==> config.mk <==
export PLATFORM = sky130hd
export DESIGN_NAME = signed_calc_seq_v
export DESIGN_NICKNAME = d
export VERILOG_FILES = /design/src/rtl/signed_calc_seq_v_pkg.sv /design/src/rtl/signed_calc_seq_v_add_sub.sv /design/src/rtl/signed_calc_seq_v.sv
export SDC_FILE = /design/constraint.sdc
export NUM_CORES = 1
export LEC_CHECK = 0
export CORE_UTILIZATION = 60
export CTS_BUF_LIST = sky130_fd_sc_hd__clkbuf_4 sky130_fd_sc_hd__clkbuf_8
export DETAILED_ROUTE_END_ITERATION = 6
export PLACE_DENSITY_LB_ADDON = 0.3
export SETUP_SLACK_MARGIN = 0.4
export SLEW_MARGIN = 20
export SYNTH_ARGS = -nofsm -noshare
export SYNTH_HDL_FRONTEND = slang
export SYNTH_SLANG_ARGS = --single-unit
==> constraint.sdc <==
create_clock -name i_clk -period 11.76 [get_ports i_clk]
set_clock_uncertainty 0.05 [all_clocks]
set_input_delay 1.176 -clock i_clk [delete_from_list [all_inputs] [get_ports i_clk]]
set_output_delay 1.176 -clock i_clk [all_outputs]
set_load 0.01 [all_outputs]
==> src/rtl/signed_calc_seq_v_pkg.sv <==
// Shared definitions for the 6A-11B sequencer family:
// state encodings, datapath widths and small helpers.
package signed_calc_seq_v_pkg;

  localparam int ACC_W = 10;
  localparam int RES_W = 9;

  typedef enum logic [2:0] {
    S_IDLE  = 3'd0,
    S_ADD2A = 3'd1,
    S_ADD4A = 3'd2,
    S_SUB1B = 3'd3,
    S_SUB2B = 3'd4,
    S_SUB8B = 3'd5,
    S_DONE  = 3'd6
  } state_t;

  function automatic logic [ACC_W-1:0] sext5(
    input logic [4:0] v
  );
    return {{(ACC_W-5){v[4]}}, v};
  endfunction

  // Returns {ovf, fs}: clamps the accumulator to -256..255.
  function automatic logic [RES_W:0] sat9(
    input logic signed [ACC_W-1:0] acc
  );
    logic [RES_W:0] r;
    if (acc > 10'sd255)
      r = {1'b1, 9'h0FF};
    else if (acc < -10'sd256)
      r = {1'b1, 9'h100};
    else
      r = {1'b0, acc[RES_W-1:0]};
    return r;
  endfunction

endpackage

==> src/rtl/signed_calc_seq_v_add_sub.sv <==
// Shared 10-bit ripple add/subtract chain and its full-adder cell.
// Ports: a, b (10b), i_sub (1 = a - b), sum (10b).
module full_adder_v (
  input  logic a,
  input  logic b,
  input  logic cin,
  output logic s,
  output logic cout
);
  assign s    = a ^ b ^ cin;
  assign cout = (a & b) | (cin & (a ^ b));
endmodule

module add_sub_10_v
  import signed_calc_seq_v_pkg::*;
(
  input  logic [ACC_W-1:0] a,
  input  logic [ACC_W-1:0] b,
  input  logic             i_sub,
  output logic [ACC_W-1:0] sum
);
  logic [ACC_W-1:0] w_bx;
  logic [ACC_W-1:0] w_c;

  // Subtract as a + ~b + 1: i_sub inverts b and feeds the carry-in.
  assign w_bx   = b ^ {ACC_W{i_sub}};
  assign w_c[0] = i_sub;

  for (genvar g = 0; g < ACC_W - 1; g++) begin : g_fa
    full_adder_v u_fa (
      .a    (a[g]),
      .b    (w_bx[g]),
      .cin  (w_c[g]),
      .s    (sum[g]),
      .cout (w_c[g+1])
    );
  end

  // Top bit: the carry out of the chain is discarded,
  // so only the sum half of the cell is built.
  assign sum[ACC_W-1] = a[ACC_W-1] ^ w_bx[ACC_W-1]
                      ^ w_c[ACC_W-1];
endmodule

==> src/rtl/signed_calc_seq_v.sv <==
// Sequencer computing F = 6A - 11B over one shared adder.
// Ports: i_clk, i_rst, i_start, i_as, i_bs -> o_busy, o_done, o_fs, o_ovf.
module signed_calc_seq_v
  import signed_calc_seq_v_pkg::*;
(
  input  logic             i_clk,
  input  logic             i_rst,
  input  logic             i_start,
  input  logic [4:0]       i_as,
  input  logic [4:0]       i_bs,
  output logic             o_busy,
  output logic             o_done,
  output logic [RES_W-1:0] o_fs,
  output logic             o_ovf
);
  state_t r_state, w_next;

  logic [ACC_W-1:0] r_a, r_b, r_acc;
  logic [ACC_W-1:0] w_opnd, w_sum;
  logic             w_sub, w_step, w_accept;
  logic [RES_W:0]   w_sat;
  logic             r_busy, r_done, r_ovf;
  logic [RES_W-1:0] r_fs;

  always_comb begin
    w_next = r_state;
    w_opnd = '0;
    w_sub  = 1'b0;
    w_step = 1'b0;
    unique case (r_state)
      S_IDLE:
        if (i_start) w_next = S_ADD2A;
      S_ADD2A: begin
        w_opnd = r_a << 1;
        w_step = 1'b1;
        w_next = S_ADD4A;
      end
      S_ADD4A: begin
        w_opnd = r_a << 2;
        w_step = 1'b1;
        w_next = S_SUB1B;
      end
      S_SUB1B: begin
        w_opnd = r_b;
        w_sub  = 1'b1;
        w_step = 1'b1;
        w_next = S_SUB2B;
      end
      S_SUB2B: begin
        w_opnd = r_b << 1;
        w_sub  = 1'b1;
        w_step = 1'b1;
        w_next = S_SUB8B;
      end
      S_SUB8B: begin
        w_opnd = r_b << 3;
        w_sub  = 1'b1;
        w_step = 1'b1;
        w_next = S_DONE;
      end
      S_DONE:
        w_next = S_IDLE;
      default:
        w_next = S_IDLE;
    endcase
  end

  assign w_accept = (r_state == S_IDLE) && i_start;
  assign w_sat    = sat9(r_acc);

  add_sub_10_v u_addsub (
    .a     (r_acc),
    .b     (w_opnd),
    .i_sub (w_sub),
    .sum   (w_sum)
  );

  always_ff @(posedge i_clk) begin
    if (i_rst) begin
      r_state <= S_IDLE;
      r_a     <= '0;
      r_b     <= '0;
      r_acc   <= '0;
      r_busy  <= 1'b0;
      r_done  <= 1'b0;
      r_fs    <= '0;
      r_ovf   <= 1'b0;
    end else begin
      r_state <= w_next;
      // Busy covers the accept edge through the edge leaving DONE.
      r_busy  <= (r_state != S_IDLE) || i_start;
      r_done  <= (r_state == S_DONE);
      if (w_accept) begin
        r_a   <= sext5(i_as);
        r_b   <= sext5(i_bs);
        r_acc <= '0;
      end else if (w_step) begin
        r_acc <= w_sum;
      end
      if (r_state == S_DONE) begin
        r_fs  <= w_sat[RES_W-1:0];
        r_ovf <= w_sat[RES_W];
      end
    end
  end

  assign o_busy = r_busy;
  assign o_done = r_done;
  assign o_fs   = r_fs;
  assign o_ovf  = r_ovf;
endmodule
**Yosys cells after proc, flatten, opt, wreduce, memory -nomap -nowiden**

Cells that the tools add are included.

- Bits in registers: 35
- Bits in latches: 0
- Bits in writable memories: 0
- ROM bits: 0
- Input port bits: 13
- Output and inout bits: 12
- Word-level logic and storage cells: 79
- Memories kept: 0

- Add/subtract/negate cells: 0
- $mul: 0
- Div/mod/pow operators: 0
- Order comparisons: 2
- Eq/ne operators: 7
- Shift-type cells: 0
- Multiplexer cells: 7
- Bitwise logic cells: 48
- Reductions and logical operators: 7

Operator list:

| kind | number |
|---|---|
| $pmux 10 s5 | 1 |
| $mux 10 | 2 |
| $xor 1x1->1 | 20 |
| $and 1x1->1 | 18 |
| $pmux 3 s6 | 1 |
| $gt 10x9->1 const B | 1 |
| $lt 10x9->1 const B | 1 |
| $xor 10x10->10 | 1 |
| $eq 3x3->1 const B | 3 |
| $or 1x1->1 | 9 |
| $eq 3x2->1 const B | 2 |
| $reduce_or 5->1 | 1 |
| $eq 3x1->1 const B | 1 |
| $logic_not 3->1 | 1 |
| $mux 3 | 1 |
| $reduce_bool 3->1 | 1 |
| $reduce_or 3->1 | 1 |
| $mux 1 | 2 |
| $ne 2x2->1 const B | 1 |
| $reduce_or 2->1 | 1 |
| $logic_and 1x1->1 | 1 |
| $logic_or 1x1->1 | 1 |

**Longest topological paths before layout**

- Depth after elaboration: 24
- Gate-level depth with buffers: 18
- Depth with buffers taken out: 17

**By module**

A second synthesis with hierarchy kept.

- Cell total of the unflattened synthesis: 213
- Area total of the unflattened synthesis: 1878.1 µm²

By module, submodules not included:

| module | instances | cells each | area an instance (µm²) | seq. area each (µm²) |
|---|---|---|---|---|
| signed_calc_seq_v | 1 | 191 | 1574.0 | 700.7 |
| full_adder_v | 9 | 1 | 20.0 | 0.0 |
| add_sub_10_v | 1 | 13 | 123.9 | 0.0 |

**Least setup slack after synthesis**

No wires, ideal clock.

- Path type: reg2reg
- Start: reg r_state[0]
- End: reg r_acc[9]
- Library setup time: 0.067 ns
- Arrival: 4.687 ns
- Data required time: 11.643 ns
- Path slack: 6.956 ns
- Stages on the path, launching flop included: 19
- Path buffers: 2
- Period minus slack after synthesis: 4.804 ns
- Cells stage by stage: dfxtp_1 buf_6 clkbuf_1 nand2_1 a21oi_1 a21oi_1 fa_1 fa_1 fa_1 fa_1 fa_1 inv_1 fa_1 inv_1 fa_1 fa_1 or4b_1 a21o_1 a21oi_2

- Word-level cells in the longest chain between the ends: 24
- Elaborated cells between the ends (all ways): 52
- Classes of those cells: 5 x eq/ne; 3 x mux; 39 x bitwise; 5 x reduce/logical

RTL lines:

| item | RTL line | RTL |
|---|---|---|
| start, declared | signed_calc_seq_v.sv:16 | `state_t r_state, w_next;` |
| start signal, assigned | signed_calc_seq_v.sv:89 | `r_state <= w_next;` |
| $eq 3x3->1 / $eq 3x2->1 (equally long branches) | signed_calc_seq_v.sv:30 | `unique case (r_state)` |
| $reduce_or 3->1 (no source line) | - |  |
| $mux 1 | signed_calc_seq_v.sv:30 |  |
| $xor 10x10->10 | signed_calc_seq_v_add_sub.sv:26 | `assign w_bx = b ^ {ACC_W{i_sub}};` |
| $xor 1x1->1 | signed_calc_seq_v_add_sub.sv:11 | `assign cout = (a & b) \| (cin & (a ^ b));` |
| $and 1x1->1 | signed_calc_seq_v_add_sub.sv:11 |  |
| $or 1x1->1 | signed_calc_seq_v_add_sub.sv:11 |  |
| $and 1x1->1 | signed_calc_seq_v_add_sub.sv:11 |  |
| [8 not listed] | - |  |
| $or 1x1->1 | signed_calc_seq_v_add_sub.sv:11 |  |
| $and 1x1->1 | signed_calc_seq_v_add_sub.sv:11 |  |
| $or 1x1->1 | signed_calc_seq_v_add_sub.sv:11 |  |
| $and 1x1->1 | signed_calc_seq_v_add_sub.sv:11 |  |
| $or 1x1->1 | signed_calc_seq_v_add_sub.sv:11 |  |
| $and 1x1->1 | signed_calc_seq_v_add_sub.sv:11 |  |
| $or 1x1->1 | signed_calc_seq_v_add_sub.sv:11 |  |
| $xor 1x1->1 | signed_calc_seq_v_add_sub.sv:42 | `^ w_c[ACC_W-1];` |
| end signal, assigned | signed_calc_seq_v.sv:98 | `r_acc <= w_sum;` |
| end, declared | signed_calc_seq_v.sv:18 | `logic [ACC_W-1:0] r_a, r_b, r_acc;` |

Several ways; a longest one is shown, not always the timed one.
A chain may end at the register's enable or synchronous reset.

**Worst setup path after layout**

Ends and elaborated chain as after synthesis.

==> results.ini <==
[status]
status=complete, no violations

[sta]
period_minus_slack_ps=5430
drv_slew=0
rsz0062_at_grt=false
relSlewSlack_pct=41.9
final_hold_viol_count=0
fin_crit_sh_pct=46.2
fin_hold_ws_ps=440
worst_pin_slew_ps=869
finalSetupViolCount=0
tns_ps=0
fmax_mhz=184

[cells_and_area]
drive_above_1_share_pct=5.13
fin_nets=254
antenna_cells=0
synthToLayoutAreaGrowth_pct=16.8
stdcell_area_sq_um=2070
final_util_pct=74.5

[pwr]
pwr_density_cell_nw_per_um2=140
p_leak_nw=0.694
irDropWorstVdd_v=0.000143

[synth]
yosysUniqueCellTypes=33
synth.top_cell.area_share_pct=39.5
ys_warn_count=0
async_flop_share_pct=0
synth_nets=238
synth_edf_count=0
synth.avg_cell_area_sq_um=8.18
synth_ff_type=dfxtp_1
synth_common_cells=35 x dfxtp_1, 29 x nor2_1, 28 x nand2_1
synth_most_common_cell=dfxtp_1
synth.area.top_cells=dfxtp_1 39%, fa_1 9.0%, a21oi_1 7.1%, a211oi_1 6.3%, nor2_1 6.1%
syn_inst=217
ys_ff_latch=35
syn_area_sq_um=1770
yosys.area.top_type=dfxtp_1
yosysSeqAreaShare_pct=39.5

[grt]
grt_pass1_wl_microns=6610
track_usage_pct=26.9
grt_pass1_vias=1544
grt_overflow=0
grt_antenna_before_repair=0
grt_start_max_net_pins=26

[clocking]
clk_pin_slew_ps=110
cts_post_setup_buffers_inserted=0
h-tree-depth=2
cts_made_buffers=5
clock-root-buffer=clkbuf_4
clkLatencyLatePin_ps=350
cts.repair.resized=0
cts_buffer_depth=2
ctsHoldBuffers=0
clkSinkCount=35
tritoncts=yes

[worst_setup_path]
critPathSlowestCell=dfxtp_1
slowest_delay_ps=730
crit_start=r_state[0]$_SDFFE_PP0P_
ff2ff_path_depth=17
crit_arrival_ps=5670
worstReg2RegStart=r_state[0]$_SDFFE_PP0P_
critPathCaptureType=register
start_kind=register
path_depth=17
critPathBufInv=3
cp.required_ps=12000
crit_path_frequent_cell=fa_1
path_class=register to register
reg2reg_slack_ps=6330
critical_path.top_delay_family=adder cells
r2r_end=r_acc[9]$_SDFFE_PP0P_
crit_chain=inv_1 -> a21o_1 -> a21oi_1 -> a21oi_1 -> fa_1 -> fa_1 -> fa_1 -> fa_1 -> fa_1 -> inv_1 -> fa_1 -> inv_1 -> fa_1 -> fa_1 -> or4b_1 -> a21o_1 -> a21oi_2
path_max_fanout=19

[detailed_routing]
postRouteAntennaNets=0
wl_microns=3650
via_count=1525
via_per_inst=5.75
drt_first_iter_violations=55
drc_errors=0
firstDrtPassIters=4
wl_per_cell_microns=13.8

[floorplan]
rows=19
io_pins=25
fp.dieH_microns=56.4
die_w_microns=56.4
core_area_sq_um=2780
die-area_sq_um=3180
start_util_pct=63.8

[placed_design]
dp_hpwl_microns=2660
gp_congestion=0.911
port_buffers=24
dpl_cell_area_sq_um=1980

[worst_hold_path]
worstHoldStart=r_a[4]$_SDFFE_PP0P_
hold_depth=2
hold_end=r_a[4]$_SDFFE_PP0P_
hp-class=register to register

[flow_run]
max_cap_violations=0

-- logic make-up after synthesis --
| kind of cell | Yosys count | synth area share [%] |
|---|---|---|
| simple gates | 74 | 17.9 |
| flops | 35 | 39.5 |
| buf+inv | 30 | 7.33 |
| fa+ha+maj | 14 | 12.4 |
| xor+xnor | 3 | 1.48 |
| mux | 3 | 1.76 |
| compound gates | 58 | 19.6 |
-- layer usage --
layer	GRT usage, %	vias to the layer above	routed length, microns
met5	0	-	0
met4	13.9	0	51
met3	6.45	6	149
met2	46.1	33	1850
met1	31.2	722	1600
li1	-	764	-
-- placed cells by master, fill, tap and decap left out, types with 6 or more instances in the layout --
cell type	netlist	routed
a211oi_1	15	15
a21oi_1	25	25
clkdlybuf4s50_1	0	24
dfxtp_1	35	35
fa_1	8	8
inv_1	13	13
maj3_1	6	6
nand2_1	28	28
nor2_1	29	28
o21ai_0	10	10
-- report_power, final --
group,internal (W),total (W),switching [W]
logic,0.0000259,0.0000589,0.0000330
registers,0.000127,0.000139,0.0000122
clock network,0.0000502,0.0000921,0.0000419
-- stage by stage --
stage | std cells | setup WS, ps | power [W]
6_report | 265 | 6330 | 0.000290
2_1_floorplan | 217 | 6960 | 0.000184
3_5_place_dp | 257 | 6400 | 0.000200
5_1_grt | 265 | 6040 | 0.000306
4_1_cts | 265 | 6380 | 0.000291
3_3_place_gp | 257 | 6650 | 0.000196
-- worst max-delay path by stage --
stage,to,slack (ps)
3_3_place_gp,r_acc[9]$_SDFFE_PP0P_,6650
4_1_cts,r_acc[9]$_SDFFE_PP0P_,6380
3_5_place_dp,r_acc[9]$_SDFFE_PP0P_,6400
5_1_grt,r_acc[9]$_SDFFE_PP0P_,6040
2_1_floorplan,r_acc[9]$_SDFFE_PP0P_,6960
6_report,r_acc[9]$_SDFFE_PP0P_,6330
-- worst min-delay path: cells and delay by family (launching register included) --
| kind | cells | cell delay [ps] |
|---|---|---|
| and+or+nand+nor | 1 | 60 |
| DFF | 1 | 340 |
| AOI/OAI and AO/OA | 1 | 60 |
-- cell type report --
| class | count | area, sq um |
|---|---|---|
| multi-input cells | 152 | 946 |
| inverters | 14 | 52.6 |
| clock buffers | 6 | 51.3 |
| flip-flops and latches | 35 | 701 |
| fillers | 217 | 709 |
| clock inverters | 2 | 35.0 |
| repair buffers | 25 | 248 |
| well taps | 31 | 38.8 |
-- registers in the layout, indices dropped and copies added, names as in the netlist --
signal   cells
r_acc       10
o_done       1
r_state      3
r_a          5
o_busy       1
o_ovf        1
r_b          5
o_fs         9
(Power assumes the default switching activity.)
==> edit: new RTL, same settings <==
Encoding of `state_t`: now one-hot (7 bits for 7 states).
--- a/src/rtl/signed_calc_seq_v_pkg.sv
+++ b/src/rtl/signed_calc_seq_v_pkg.sv
@@ -7,10 +7,10 @@
 
-  typedef enum logic [2:0] {
-    S_IDLE  = 3'd0,
-    S_ADD2A = 3'd1,
-    S_ADD4A = 3'd2,
-    S_SUB1B = 3'd3,
-    S_SUB2B = 3'd4,
-    S_SUB8B = 3'd5,
-    S_DONE  = 3'd6
+  typedef enum logic [6:0] {
+    S_IDLE  = 7'b0000001,
+    S_ADD2A = 7'b0000010,
+    S_ADD4A = 7'b0000100,
+    S_SUB1B = 7'b0001000,
+    S_SUB2B = 7'b0010000,
+    S_SUB8B = 7'b0100000,
+    S_DONE  = 7'b1000000
   } state_t;
Formal check against the unedited RTL: no difference found for any inputs over 10 cycles, from zero or initial values and one cycle with i_rst high; not proved beyond that.
==> edit against the original RTL <==
Design area up 14%; sequential cell count grew 4; sequential share of layout area shrank 0.64 points; count of clock-buffer cells in the layout grew 2; wire length is 17% higher; cell count rose by 11%; fmax shrank 3.8%; total power is 9.5% lower; setup slack worse by 0.21 ns; area after synthesis is 16% higher; critical endpoint unchanged; highest routed layer unchanged.
==> edit: results (changes against the original RTL) <==
metric;value;unit;change
outcome;completed;;
Num CTS Buffers;5;;unchanged
Max rail drop VDD;0.00009110;V;-36%
multi-input logic area;0.001152;mm2;+22%
Total Power;0.2628;mW;-9.5%
share of layout cells above drive strength 1;0.06000;;+0.008718
Worst Tran Pin Value;0.9100;ns;+0.04134 ns
routed len/inst;14.52;um;+5.4%
Leak;0.8030;nW;+16%
average cell area after synthesis;8.780;um2;+7.4%
vias in the first global route;1534;;-0.65%
Fill cells;257;;+18%
clock share of power;0.310;;-0.007
worst-path fanout max;9;;-10
Total Nets Final;270;;+6.3%
Comb power frac;0.143;;-0.060
Net Sw Power;0.07245;mW;-17%
post-synthesis mux area share;0.01705;;-0.0005781
XOR/XNOR Fraction of Synth Area;0.02984;;+0.01503
dominant cells by area after synthesis;dfxtp_1, fa_1, a211oi_1;;
HPWL after detailed placement;3.053;mm;+15%
area post-placement;0.002281;mm2;+15%
Vias;1745;;+14%
All-Layer GR Usage;0.2671;;-0.002137
clk slew on worst S/H paths;0.11;ns;about the same
register bank with the most flops;r_acc;;
Synth Area in Compound Gates;0.1924;;-0.003603
largest net degree at the start of global routing;25;;-3.8%
Synth Area in Adders;0.1072;;-0.01693
Seq/Total Area, Yosys;0.3800;;-0.01490
Post-synth top cells;dfxtp_1, nor2_1, a21oi_1;;
Layout Cells excl Fill;294;;+11%
worst slack at placement;6.166;ns;-0.2354 ns
Yosys cell types;42;;+27%
first-pass GRT wire length;7.058;mm;+6.8%
Max clock buf depth;2;;unchanged
Initial DRC Count;99;;+80%
syn nets;255;;+7.1%
critical path arrival;5.86;ns;+0.19 ns
GPL Wtd Cong;0.9116;;about the same
DR pass1 iterations;5;;+1
-- edit: final timing paths --
kind	startpoint	to	slack, ns	depth (start not counted)
max reg2reg	r_state[4]	r_acc[9]	6.11	19
min	r_a[3]	r_a[3]	0.44	2
min reg2reg	r_a[3]	r_a[3]	0.44	2
max	r_state[4]	r_acc[9]	6.11	19
-- edit: final cells by class --
cell class | instances | share of cell area
sequential | 39 | 0.3317
timing repair buffer | 25 | 0.1053
inverter | 12 | 0.01914
multi-input combinational | 166 | 0.4896
tap | 44 | 0.02339
clock buffer | 8 | 0.03083
-- edit: kinds of logic (layout without fill, tap and decap cells) --
family                     count (synthesis)  after routing
and+or+nand+nor                           85             85
adders and majority gates                 14             14
xor gates and xnor gates                   7              7
buffers and inverters                     29             45
muxes                                      3              3
DFF                                       39             39
AOI/OAI and AO/OA                         57             57
-- edit: worst max-delay path: stages (launching register included) --
cell      delay, ns
dfxtp_1        0.40
or4_4          0.61
nor2_1         0.30
nand3_1        0.11
o21ai_0        0.09
nand3_1        0.12
fa_1           0.41
fa_1           0.38
fa_1           0.39
fa_1           0.39
fa_1           0.36
inv_1          0.07
fa_1           0.16
inv_1          0.05
fa_1           0.37
fa_1           0.43
xnor2_1        0.16
a21oi_1        0.10
a211oi_2       0.26
mux2_4         0.32
-- edit: routing by layer --
| layer | GRT usage | vias up | share of wire |
|---|---|---|---|
| met2 | 0.4019 | 73 | 0.45 |
| met1 | 0.3669 | 807 | 0.46 |
| li1 | - | 849 | - |
| met3 | 0.07463 | 16 | 0.071 |
| met4 | 0.1006 | 0 | 0.027 |
| met5 | 0 | - | 0 |
